==> src/rtl/exp2_seq.sv <==
// exp2_seq: sequential fixed-point 2^x. The operand splits into integer n and
// fraction f; 2^f is built by one shared multiply per fraction bit, then scaled by 2^n.
module exp2_seq #(
  parameter int xWI = 2,
  parameter int xWF = 23,
  parameter int cWF = 30,
  parameter int aWF = 30
) (
  input  logic               Clk,
  input  logic               Rst,
  input  logic               Start,
  input  logic [xWI+xWF-1:0] Number,
  output logic               Busy,
  output logic               Done,
  output logic [xWI+xWF-1:0] Pow2
);

  localparam int XW   = xWI + xWF;
  localparam int CW   = cWF + 2;
  localparam int AW   = aWF + 2;
  localparam int PW   = AW + CW;
  localparam int RW   = AW + cWF;
  localparam int CNTW = $clog2(xWF + 1);
  localparam int HP   = 60;
  localparam int BIAS = 1 << (xWI - 1);
  localparam int SW   = AW + 2 * BIAS - 1;
  localparam int RSH  = aWF + BIAS - xWF;
  localparam int QW   = SW + 1 - RSH;

  localparam logic [1:0] S_IDLE  = 2'd0;
  localparam logic [1:0] S_ITER  = 2'd1;
  localparam logic [1:0] S_SCALE = 2'd2;

  localparam logic [AW-1:0]   ACC_ONE  = {2'b01, {aWF{1'b0}}};
  localparam logic [RW-1:0]   MUL_RND  = {{(RW-1){1'b0}}, 1'b1} << (cWF - 1);
  localparam logic [SW:0]     SCL_RND  = {{SW{1'b0}}, 1'b1} << (RSH - 1);
  localparam logic [CNTW-1:0] CNT_ONE  = {{(CNTW-1){1'b0}}, 1'b1};
  localparam logic [CNTW-1:0] CNT_LAST = CNTW'(xWF - 1);

  function automatic logic [127:0] isqrt(input logic [127:0] v);
    logic [127:0] rem;
    logic [127:0] root;
    logic [127:0] bv;
    rem  = v;
    root = 128'd0;
    bv   = 128'd1 << 126;
    for (int k = 0; k < 64; k++) begin
      if (rem >= root + bv) begin
        rem  = rem - (root + bv);
        root = (root >> 1) + bv;
      end else begin
        root = root >> 1;
      end
      bv = bv >> 2;
    end
    return root;
  endfunction

  // K[idx] = 2^(2^-(idx+1)): repeated square roots of 2.0 at HP fraction bits, rounded to cWF.
  function automatic logic [CW-1:0] kconst(input int idx);
    logic [127:0] h;
    logic [127:0] r;
    h = 128'd2 << HP;
    for (int j = 0; j <= idx; j++) begin
      h = isqrt(h << HP);
    end
    r = (h + (128'd1 << (HP - cWF - 1))) >> (HP - cWF);
    return CW'(r);
  endfunction

  logic [CW-1:0] ktab_s [xWF];

  for (genvar g = 0; g < xWF; g++) begin : g_ktab
    localparam logic [CW-1:0] KVAL = kconst(g);
    assign ktab_s[g] = KVAL;
  end

  logic [1:0]      state_r;
  logic            busy_r;
  logic            done_r;
  logic [XW-1:0]   pow2_r;
  logic [AW-1:0]   acc_r;
  logic [CNTW-1:0] cnt_r;
  logic [xWF-1:0]  f_r;
  logic [xWI-1:0]  n_r;

  logic [RW-1:0]   prod_s;
  logic [RW-1:0]   rnd_s;
  logic [AW-1:0]   accn_s;
  logic [xWI-1:0]  shamt_s;
  logic [SW-1:0]   shl_s;
  logic [SW:0]     sum_s;
  logic [QW-1:0]   res_s;
  logic [XW-1:0]   pow_s;

  // acc*K fits in RW bits because both factors are below 2.0.
  assign prod_s = RW'({{CW{1'b0}}, acc_r} * {{AW{1'b0}}, ktab_s[cnt_r]});
  assign rnd_s  = prod_s + MUL_RND;
  assign accn_s = AW'(rnd_s >> cWF);

  // Biasing n by 2^(xWI-1) makes the shift non-negative with a fixed rounding point.
  assign shamt_s = {~n_r[xWI-1], n_r[xWI-2:0]};
  assign shl_s   = {{(SW-AW){1'b0}}, acc_r} << shamt_s;
  assign sum_s   = {1'b0, shl_s} + SCL_RND;
  assign res_s   = QW'(sum_s >> RSH);

  // Saturate results at or above 2^xWI.
  always_comb begin
    pow_s = {XW{1'b0}};
    if (|(res_s >> XW)) begin
      pow_s = {XW{1'b1}};
    end else begin
      pow_s = XW'(res_s);
    end
  end

  // Control FSM with accumulator, bit counter and result register.
  always_ff @(posedge Clk or negedge Rst) begin
    if (!Rst) begin
      state_r <= S_IDLE;
      busy_r  <= 1'b0;
      done_r  <= 1'b0;
      pow2_r  <= {XW{1'b0}};
      acc_r   <= {AW{1'b0}};
      cnt_r   <= {CNTW{1'b0}};
      f_r     <= {xWF{1'b0}};
      n_r     <= {xWI{1'b0}};
    end else begin
      done_r <= 1'b0;
      case (state_r)
        S_IDLE: begin
          if (Start) begin
            n_r     <= Number[XW-1:xWF];
            f_r     <= Number[xWF-1:0];
            acc_r   <= ACC_ONE;
            cnt_r   <= {CNTW{1'b0}};
            busy_r  <= 1'b1;
            state_r <= S_ITER;
          end
        end
        S_ITER: begin
          if (f_r[xWF-1]) begin
            acc_r <= accn_s;
          end
          f_r   <= {f_r[xWF-2:0], 1'b0};
          cnt_r <= cnt_r + CNT_ONE;
          if (cnt_r == CNT_LAST) begin
            state_r <= S_SCALE;
          end
        end
        S_SCALE: begin
          pow2_r  <= pow_s;
          done_r  <= 1'b1;
          busy_r  <= 1'b0;
          state_r <= S_IDLE;
        end
        default: begin
          busy_r  <= 1'b0;
          state_r <= S_IDLE;
        end
      endcase
    end
  end

  assign Busy = busy_r;
  assign Done = done_r;
  assign Pow2 = pow2_r;

endmodule

==> config.mk <==
export PLATFORM = sky130hd
export DESIGN_NAME = exp2_seq
export DESIGN_NICKNAME = d
export VERILOG_FILES = /design/src/rtl/exp2_seq.sv
export SDC_FILE = /design/constraint.sdc
export NUM_CORES = 2
export LEC_CHECK = 0
export ABC_AREA = 1
export CAP_MARGIN = 20
export CORE_UTILIZATION = 45
export DETAILED_ROUTE_END_ITERATION = 6
export GPL_ROUTABILITY_DRIVEN = 0
export GPL_TIMING_DRIVEN = 0
export HOLD_SLACK_MARGIN = 0.08
export SLEW_MARGIN = 20
export SYNTH_ARGS = -nofsm -noshare
export SYNTH_HDL_FRONTEND = slang
export SYNTH_SLANG_ARGS = --single-unit
==> constraint.sdc <==
create_clock -name Clk -period 11.48 [get_ports Clk]
set_input_delay 1.722 -clock Clk [delete_from_list [all_inputs] [get_ports Clk]]
set_output_delay 1.722 -clock Clk [all_outputs]
set_load 0.05 [all_outputs]
==> results.md <==
- The first-pass iteration count of the detailed router is 7.
- Compared with the post-synthesis result, the final layout area differs by 6.08%.
- Across the run, the number of max-cap violations was 0.
- For the worst setup path, the data arrival time is 11.02 ns.
- In the synthesized netlist, the cells that appear most often are inv_1, fa_1, nor2_1.
- The final cell utilization of the core is 48.3%.
- For the pin with the worst max-slew slack, the measured transition is 1.21 ns.
- The fraction of final layout cells with drive strength greater than 1 is 1.91%.
- Among all flip-flop cells after synthesis, the most frequent one is dfrtp_1.
- The proportion of register bits with asynchronous set or reset after synthesis is 100%.
- The worst slew margin relative to its limit is 19.1%.
- The worst setup path is of the reg2reg kind.
- The HPWL reported at the end of detailed placement is 115000 microns.
- The maximum frequency from static timing analysis is 92.8 MHz.
- The routed via count is 31200.
- For the worst-skew pair, the clock arrives at the later sink with an insertion delay of 0.38 ns.
- The final reports fail on DRC.
- The clock arrives with 0.0156 ns of skew.
- The routed via count divided by cell count is 5.46.
- The worst setup path is captured at a flop.
- Setup violations remaining at the end of the flow were counted as 0.
- The filler cell count in the final layout is 8100.
- The worst hold path belongs to the class reg2reg.
- The buffer depth of the longest clock path is 2.
- The warning count from the yosys run is 0.
- Setup repair after global routing left no endpoint under its margin.
- Summed over its instances, the top area cell type makes up 45.7% of the synthesized netlist area.
- During I/O placement, the number of pins put on the boundary was 55.
- Summing every instance area after synthesis gives 0.0367 sq mm.
- TritonCTS built the clock tree.
- The number of setup buffers added after CTS is 0.
- After synthesis, the cell types taking the most area are fa_1, inv_1, ha_1.
- The most instantiated library cell after synthesis is inv_1.
- fa_1 takes more of the synthesized area than any other cell.
- The global-route total usage across every layer is 33.9%.
- Clock tree synthesis selected as its root buffer the cell clkbuf_16.
- The max-slew violation count is 0.
- The initial utilization of the core area, before any placement, comes to 45.5%.
- For this run the aggregate overflow at the end of global routing stands at 0.
- In this run, synthesis inferred 0 flip-flops with an integrated enable.
- Row generation in the floorplan step produced 104 rows.
- The overall routed net length is 135000 microns.
- Entering global routing, the biggest net connects 52 pins.
- The total clock sinks is 91.
- The number of different library cells used by synthesis comes to 48.
- The post-cts sizing count is 0.
- The master of the slowest instance on the critical path is buf_1.
- The run finished, with violations left.
- The synthesized design contains 91 register bits.
- In the routed design, unresolved DRC markers number 22.
- In this run the worst path has a maximum fanout of 10.
- The number of DRC markers in iteration 0 is 3045.
- The initial antenna violation count came to 1.
- The cell that appears most often on the critical path is fa_1.
- Clock tree synthesis inserted a total of 9 buffers.
- The wire length of the first global-routing pass is 203000 microns.
- The via count of the first global-routing pass came to 31700.
- The critical path startpoint category is a flop.
- The critical path data required time is 11.73 ns.
- The final worst-path cycle share is 93.9%.
- The residual antenna-violating net count after detailed routing is 0.
- The post-synth net total is 5748.
- The count of port buffers added during placement is 54.
- The register clock-pin slew on the reported worst setup and hold paths is 0.08 ns.
- Summing the sequential cell areas from Yosys gives 6.21% of the chip area.
- Dividing the detail-routed wire length by the instance count gives 23.7 microns.
- The number of H-tree branching levels is 3.
- In this run the horizontal extent of the chip is 287 microns.
- The post-route minimum period is 10.77 ns.
- The net count of the finished layout is 5815.
- After floorplanning, the core was sized to cover 0.0805 sq mm.
- After clock tree synthesis, the flow added hold-fix buffers numbering 0.
- The summed negative setup slack over all endpoints is 0 ns.
- The post-synthesis cell count is 4577.
- The floorplan step set the die height to 287 microns.
- The maximum single-stage delay on the critical path is 0.79 ns.
- A synthesized cell averages 8.01 sq um.
- The total die area is 0.0826 sq mm.
- The count of final hold-check violations came to 0.
-- cells in the final DEF, fill, tap and decap left out, types with 9 or more instances in the layout --
cell type        instances
buf_1                   12
o21ai_0                 79
buf_2                   18
a221oi_1                22
o21ai_1                 43
inv_1                 1074
a21oi_1                103
fa_1                   836
o21a_1                  18
nand3_1                 71
nand3b_1                 9
o22a_1                   9
nor2_1                 798
nand4_1                 16
nor3_1                  44
xor2_1                  14
nand2_1                716
a31oi_1                 11
ha_1                   307
o21ai_2                 16
inv_2                   11
clkbuf_1               162
buf_6                    9
clkbuf_16                9
xnor2_1                  9
dfrtp_1                 91
o22ai_1                 18
clkinv_1                15
clkdlybuf4s50_1         53
-- layout make-up --
cell class,count,area [sq um],area share (%)
antenna,2,5.00,0.0129
buffer,202,843,2.17
clock buffer,9,225,0.579
clock inverter,7,88.8,0.228
inverter,1100,4130,10.6
multi-input combinational,3184,29400,75.6
sequential,91,2280,5.86
tap,1060,1330,3.41
timing repair buffer,56,577,1.48
-- logic make-up after synthesis --
logic type / synth area share [%]
adder cells (fa/ha/maj): 56.1
XOR/XNOR: 0.550
AO/OA/AOI/OAI: 5.56
buffers and inverters: 13.6
AND/OR/NAND/NOR: 18.0
flip-flops: 6.21
-- sequential cells by signal (all words and copies together), names as in the netlist --
name / cells
state_r: 2
Done: 1
Busy: 1
cnt_r: 5
n_r: 2
f_r: 23
acc_r: 32
Pow2: 25
-- path summary, 6_finish.rpt --
check	start	to	slack [ns]	cells past startpoint
min	state_r[1]	Busy	0.48	1
max	cnt_r[2]	acc_r[31]	0.71	34
max reg2reg	cnt_r[2]	acc_r[31]	0.71	34
min in group asynchronous	Rst	Pow2[7]	1.27	1
min reg2reg	state_r[1]	Busy	0.48	1
max in group asynchronous	Rst	f_r[5]	9.60	2
-- critical path: cells and delay by family (launching register included) --
family | cells | cell delay, ns
flip-flops | 1 | 0.45
AND/OR/NAND/NOR | 13 | 2.03
buffers and inverters | 10 | 2.74
adder cells (fa/ha/maj) | 9 | 4.52
AO/OA/AOI/OAI | 2 | 0.88
-- metal layers --
metal / track usage (%) / wire [microns]
met2: 50.4 / 57600
met1: 45.8 / 53300
met5: 0 / 16
met4: 16.3 / 8070
met3: 9.37 / 16400
-- through the flow --
| step | hold WS, ns | instances | instance area, sq um | setup slack, ns |
|---|---|---|---|---|
| 2_1_floorplan | 0.443 | 4577 | 36700 | 3.77 |
| 3_3_place_gp | 0.466 | 5691 | 38500 | 1.12 |
| 3_5_place_dp | 0.468 | 5693 | 38600 | 1.10 |
| 4_1_cts | 0.479 | 5709 | 38900 | 1.08 |
| 5_1_grt | 0.495 | 5709 | 38900 | 0.410 |
| 6_report | 0.480 | 5711 | 38900 | 0.706 |
Power is not shown: default switching activity piles up to over one toggle a cycle in this logic, so the estimate is an artifact.
